==> config.mk <==
export PLATFORM = sky130hd
export DESIGN_NAME = adder_arbiter_flat
export DESIGN_NICKNAME = d
export VERILOG_FILES = /design/src/rtl/adder_arbiter_pkg.sv /design/src/rtl/adder_arbiter_if.sv /design/src/rtl/adder_arbiter_rr.sv /design/src/rtl/adder_arbiter.sv /design/src/flat_wrapper.sv
export SDC_FILE = /design/constraint.sdc
export NUM_CORES = 1
export LEC_CHECK = 0
export CAP_MARGIN = 10
export CORE_AREA = 2 2 118 120
export CTS_BUF_LIST = sky130_fd_sc_hd__clkbuf_16
export CTS_CLUSTER_DIAMETER = 30
export DETAILED_ROUTE_END_ITERATION = 16
export DIE_AREA = 0 0 120 122
export MAX_ROUTING_LAYER = met4
export PLACE_DENSITY = 0.83
export SLEW_MARGIN = 20
export SYNTH_ARGS = -nofsm -noshare
export SYNTH_HDL_FRONTEND = slang
export SYNTH_SLANG_ARGS = --single-unit
==> constraint.sdc <==
create_clock -name clk -period 11.1 [get_ports clk]
set_input_delay 3.33 -clock clk [delete_from_list [all_inputs] [get_ports clk]]
set_output_delay 3.33 -clock clk [all_outputs]
set_load 0.01 [all_outputs]
==> src/rtl/adder_arbiter_pkg.sv <==
// Shared definitions for the adder arbiter: default sizes and the result-register state type.
package adder_arbiter_pkg;

   localparam int N_DEFAULT    = 32;
   localparam int NREQ_DEFAULT = 4;

   typedef enum logic {
      EMPTY = 1'b0,
      FULL  = 1'b1
   } arb_state_t;

endpackage

==> src/rtl/adder_arbiter_if.sv <==
// Requester/consumer bundle around the shared adder. The master side is the
// requesters plus the result consumer; the slave side is the arbiter itself.
interface adder_arbiter_if #(
   parameter int N    = 32,
   parameter int NREQ = 4
);
   localparam int IDW = $clog2(NREQ);

   logic [NREQ-1:0]   req_valid;
   logic [NREQ*N-1:0] req_a;
   logic [NREQ*N-1:0] req_b;
   logic [NREQ-1:0]   req_ready;
   logic              rsp_valid;
   logic              rsp_ready;
   logic [N-1:0]      rsp_y;
   logic [IDW-1:0]    rsp_id;

   modport master (
      output req_valid, req_a, req_b, rsp_ready,
      input  req_ready, rsp_valid, rsp_y, rsp_id
   );

   modport slave (
      input  req_valid, req_a, req_b, rsp_ready,
      output req_ready, rsp_valid, rsp_y, rsp_id
   );
endinterface

==> src/rtl/adder_arbiter_rr.sv <==
// Round-robin winner selection and the shared combinational adder.
module rr_arbiter #(
   parameter int NREQ = 4,
   localparam int IDW = $clog2(NREQ)
) (
   input  logic [NREQ-1:0] req,
   input  logic [IDW-1:0]  ptr,
   output logic [NREQ-1:0] gnt,
   output logic [IDW-1:0]  idx
);
   int  pos;
   logic found;

   // Scan from ptr upwards, wrapping modulo NREQ; the first active request wins.
   always_comb begin
      gnt   = '0;
      idx   = '0;
      found = 1'b0;
      pos   = 0;
      for (int i = 0; i < NREQ; i++) begin
         pos = int'(ptr) + i;
         if (pos >= NREQ) begin
            pos = pos - NREQ;
         end
         if (!found && req[pos]) begin
            found    = 1'b1;
            gnt[pos] = 1'b1;
            idx      = IDW'(pos);
         end
      end
   end
endmodule

module adder #(
   parameter int N = 32
) (
   input  logic [N-1:0] a,
   input  logic [N-1:0] b,
   output logic [N-1:0] y
);
   // Plain modulo-2^N sum; the carry-out is intentionally dropped.
   always_comb begin
      y = a + b;
   end
endmodule

==> src/rtl/adder_arbiter.sv <==
// Shares one adder among NREQ requesters: round-robin grant, one registered sum per cycle.
module adder_arbiter
   import adder_arbiter_pkg::*;
#(
   parameter int N    = N_DEFAULT,
   parameter int NREQ = NREQ_DEFAULT,
   localparam int IDW = $clog2(NREQ)
) (
   input  logic           clk,
   input  logic           rst_n,
   adder_arbiter_if.slave bus
);
   localparam logic [IDW-1:0] LAST_IDX = IDW'(NREQ - 1);

   arb_state_t      state, state_nxt;
   logic [IDW-1:0]  ptr, ptr_nxt;
   logic [N-1:0]    y_q;
   logic [IDW-1:0]  id_q;
   logic            can_accept;
   logic [NREQ-1:0] req_eff;
   logic [NREQ-1:0] gnt;
   logic [IDW-1:0]  win_idx;
   logic            any_gnt;
   logic [N-1:0]    a_sel, b_sel, sum;

   // Requests only count while the result slot is free or being drained, and never in reset.
   always_comb begin
      can_accept = (state == EMPTY) || bus.rsp_ready;
      req_eff    = (can_accept && rst_n) ? bus.req_valid : '0;
   end

   rr_arbiter #(.NREQ(NREQ)) u_rr (
      .req (req_eff),
      .ptr (ptr),
      .gnt (gnt),
      .idx (win_idx)
   );

   // Route the winner's operands to the single shared adder.
   always_comb begin
      a_sel = bus.req_a[int'(win_idx)*N +: N];
      b_sel = bus.req_b[int'(win_idx)*N +: N];
   end

   adder #(.N(N)) u_adder (
      .a (a_sel),
      .b (b_sel),
      .y (sum)
   );

   // Next state and pointer: a grant always fills the slot, a drain without grant empties it.
   always_comb begin
      state_nxt = state;
      ptr_nxt   = ptr;
      any_gnt   = |gnt;
      if (any_gnt) begin
         state_nxt = FULL;
         ptr_nxt   = (win_idx == LAST_IDX) ? '0 : win_idx + 1'b1;
      end else if (state == FULL && bus.rsp_ready) begin
         state_nxt = EMPTY;
      end
   end

   // State, round-robin pointer and result register; reset discards any held result.
   always_ff @(posedge clk or negedge rst_n) begin
      if (!rst_n) begin
         state <= EMPTY;
         ptr   <= '0;
         y_q   <= '0;
         id_q  <= '0;
      end else begin
         state <= state_nxt;
         ptr   <= ptr_nxt;
         if (any_gnt) begin
            y_q  <= sum;
            id_q <= win_idx;
         end
      end
   end

   assign bus.req_ready = gnt;
   assign bus.rsp_valid = (state == FULL);
   assign bus.rsp_y     = y_q;
   assign bus.rsp_id    = id_q;
endmodule

==> src/flat_wrapper.sv <==
// flat-port wrapper written by rule: the top's interface ports become plain ports
module adder_arbiter_flat import adder_arbiter_pkg::*;
#(
   parameter int N    = N_DEFAULT,
   parameter int NREQ = NREQ_DEFAULT,
   localparam int IDW = $clog2(NREQ)
)
  (clk, rst_n, bus_req_valid, bus_req_a, bus_req_b, bus_rsp_ready, bus_req_ready, bus_rsp_valid, bus_rsp_y, bus_rsp_id);
  adder_arbiter_if #(.N(N), .NREQ(NREQ)) bus_i ();
  input  logic clk;
  input  logic rst_n;
  input wire logic [$bits(bus_i.req_valid)-1:0] bus_req_valid;
  input wire logic [$bits(bus_i.req_a)-1:0] bus_req_a;
  input wire logic [$bits(bus_i.req_b)-1:0] bus_req_b;
  input wire logic [$bits(bus_i.rsp_ready)-1:0] bus_rsp_ready;
  output wire logic [$bits(bus_i.req_ready)-1:0] bus_req_ready;
  output wire logic [$bits(bus_i.rsp_valid)-1:0] bus_rsp_valid;
  output wire logic [$bits(bus_i.rsp_y)-1:0] bus_rsp_y;
  output wire logic [$bits(bus_i.rsp_id)-1:0] bus_rsp_id;
  assign bus_i.req_valid = bus_req_valid;
  assign bus_i.req_a = bus_req_a;
  assign bus_i.req_b = bus_req_b;
  assign bus_i.rsp_ready = bus_rsp_ready;
  assign bus_req_ready = bus_i.req_ready;
  assign bus_rsp_valid = bus_i.rsp_valid;
  assign bus_rsp_y = bus_i.rsp_y;
  assign bus_rsp_id = bus_i.rsp_id;
  adder_arbiter #(.N(N), .NREQ(NREQ)) u_core (.clk(clk), .rst_n(rst_n), .bus(bus_i));
endmodule
==> out/qor.csv <==
stage,metric,value,unit
outcome,status,completed,
die,placementRows,43,
cells_and_area,n_fill_cell,1245,
min_path,hp-class,reg2reg,
synth,synth_edf_count,0,
power_and_ir_drop,power_density,356,nW/µm²
worst_setup_path,critPathRequiredTime,7.77,ns
clocking,postCtsSetupBuffers,0,
cells_and_area,areaGrowthSynthToFinish,60.1,%
flow_run,drv_cap,0,
die,start_util,0.394,
placed_design,gp_routability_congestion,0.870,
sta,slew_violations,0,
drt,wl_per_cell,15.8,µm
grt,grt_pass1_wl,28.9,mm
clocking,tritoncts,done,
synth,synth_cell_type_count,55,
drt,vias,6454,
synth,ys_async_sr_fraction,1.00,
clocking,numCtsBuffers,5,
sta,fin_tns_setup,0,ns
clocking,postCtsHoldBufs,0,
synth,syn-num-nets,1063,
synth,yosys_warnings,0,
clocking,cts_sinks,37,
die,io-pin-count,302,
drt,ant_nets,0,
sta,final_hold_viol_count,0,
drt,via_per_inst,5.40,
synth,avgSynthCellArea,7.00,µm²
cells_and_area,fin_nets,1318,
sta,finalSetupViolCount,0,
worst_setup_path,cpPeakStageDelay,0.85,ns
clocking,clock_latency,0.28,ns
synth,synthFlopType,dfrtp_1,
cells_and_area,multiInputGateArea,4140,µm²
worst_setup_path,cp.arrival,6.11,ns
sta,worst_slew_pin_slew,0.962,ns
drt,drc,0,
cells_and_area,drive_gt1_frac,0.0266,
drt,first_pass_iters,5,
worst_setup_path,ff2ff_setup_slack,4.53,ns
clocking,cts_root_buf,clkbuf_16,
power_and_ir_drop,cellLeakagePower,3.38,nW
grt,overflow,0,
grt,antenna_found_initial,0,
cells_and_area,final_core_utilization,0.631,
worst_setup_path,critPathMaxFanout,8,
clocking,cts_max_path_buffers,2,
drt,wirelength,18.8,mm
die,die_x,120,µm
synth,netlist_area,5320,µm²
clocking,clk_pin_slew,0.05,ns
drt,drtIter0Drc,422,
sta,hold_ws,0.484,ns
placed_design,placed_area,8390,µm²
die,die_h,122,µm
worst_setup_path,endpoint_kind,primary output,
sta,setup_slack,1.66,ns
sta,max_freq,106,MHz
sta,period_share,0.850,
cells_and_area,diodes,0,
worst_setup_path,worstPathCellList,clkdlybuf4s50_1 > inv_1 > and3_1 > a211oi_1 > a2111oi_0 > a221o_1 > clkdlybuf4s50_1,
sta,rsz0062_at_grt,no,
placed_design,place.detailed.hpwl,15.0,mm
clocking,cts-htree-levels,2,
sta,slew_headroom,0.342,
grt,grt_use_total,0.250,
sta,skew,0.00495,ns
cells_and_area,fin_area,8520,µm²
die,die_area,14600,µm²
grt,grt_pass1_vias,5956,
placed_design,dpl_worst_slack,1.68,ns
worst_setup_path,cpMostUsedCell,clkdlybuf4s50_1,
synth,synth-seq-cells,37,
die,core_area,13500,µm²
cells_and_area,regArea,926,µm²
worst_setup_path,critPathLaunchType,primary input,
synth,seq_area_frac_synth,0.174,
placed_design,io_buffers,301,
worst_setup_path,slowest_stage,a2111oi_0,
power_and_ir_drop,ir_drop,166,µV
clocking,post_cts_resized,0,
worst_setup_path,critPathKind,in2out,
grt,grt_start_max_net_pins,127,
sta,finalCriticalPeriod,9.44,ns
synth,synthCells,760,
[logic make-up after synthesis]
kind of cell | synth area share
multiplexers | 0.0252
XOR/XNOR | 0.0494
flip-flops | 0.174
AND/OR/NAND/NOR | 0.275
buffers and inverters | 0.0562
adder cells (fa/ha/maj) | 0.0955
AO/OA/AOI/OAI | 0.325
[layer usage]
| layer | routed length, µm | GRT usage |
|---|---|---|
| met5 | 0 | - |
| met4 | 375 | 0.0625 |
| met3 | 765 | 0.0178 |
| met2 | 8990 | 0.415 |
| met1 | 8720 | 0.333 |
[power by group]
| group | switching, W | total [W] | internal (W) | leakage [nW] |
|---|---|---|---|---|
| logic | 0.00150 | 0.00263 | 0.00113 | 2.88 |
| clock network | 0.0000486 | 0.000129 | 0.0000801 | 0.0685 |
| registers | 0.0000486 | 0.000272 | 0.000224 | 0.426 |
[worst paths after layout]
kind | cells past startpoint | startpoint | to
min reg2reg | 2 | u_core.bus.rsp_y[25] | u_core.bus.rsp_y[25]
max | 7 | bus_req_valid[2] | bus_req_ready[3]
max reg2reg | 20 | u_core.ptr[0] | u_core.bus.rsp_y[30]
min in group asynchronous | 2 | rst_n | u_core.bus.rsp_y[27]
max in group asynchronous | 2 | rst_n | u_core.bus.rsp_y[1]
min | 2 | u_core.bus.rsp_y[25] | u_core.bus.rsp_y[25]
[sequential cells by signal, summed over array words and instances (netlist names)]
register / cells
u_core.bus.rsp_y: 32
u_core.ptr: 2
u_core.bus.rsp_id: 2
u_core.bus.rsp_valid: 1
[Yosys cell counts, types with 3 or more instances]
master	n	area, µm²
mux2i_1	4	40.0
ha_1	39	488
o21bai_1	7	52.6
clkbuf_1	47	176
a311oi_1	3	26.3
and3_1	8	50.1
a31oi_1	66	413
a221o_1	5	50.1
a21oi_1	43	215
nor2_1	39	146
or4_1	3	22.5
a21o_1	12	90.1
and2_1	64	400
dfrtp_1	37	926
buf_6	4	45.0
xor2_1	7	61.3
inv_1	10	37.5
o21a_1	4	30.0
o31ai_1	3	22.5
o21ai_0	29	145
nand2_1	166	623
nand3_1	8	40.0
buf_2	7	35.0
xnor2_1	23	201
o211ai_1	4	30.0
nand2b_1	6	37.5
nor3_1	7	35.0
a211oi_1	67	503
[through the flow]
stage,instances,power (W)
after floorplan,760,0.00217
after global placement,1188,0.00285
after detailed placement,1188,0.00289
after CTS,1195,0.00303
after global routing,1195,0.00334
final,1195,0.00304
[placed cells by master (no fill, tap or decap), types with 3 or more instances in the layout]
master	instances
xnor2_1	23
a31oi_1	66
a21o_1	12
and3_1	8
inv_1	11
clkdlybuf4s50_1	300
o21bai_1	7
a211oi_1	67
nand2_1	166
nand3_1	8
a221o_1	4
a21oi_1	43
nor3_1	7
nor2_1	39
a311oi_1	3
ha_1	39
clkbuf_16	5
buf_4	5
and2_1	64
o211ai_1	4
mux2i_1	4
dfrtp_1	37
o21a_1	3
nand2b_1	6
o21ai_0	29
xor2_1	7
or4_1	3
o31ai_1	3
[final cells by class]
class | instances | area share
clock inverters | 2 | 0.000881
repair buffers | 307 | 0.360
clock buffers | 5 | 0.0147
inverters | 10 | 0.00440
multi-input cells | 654 | 0.485
well taps | 180 | 0.0264
flip-flops and latches | 37 | 0.109
[worst max-delay path: cells and delay by family]
family | cells | cell delay, ns
AND/OR/NAND/NOR | 1 | 0.16
buffers and inverters | 3 | 1.31
AO/OA/AOI/OAI | 3 | 1.31
Note: power is estimated with default switching activity, not from simulation.
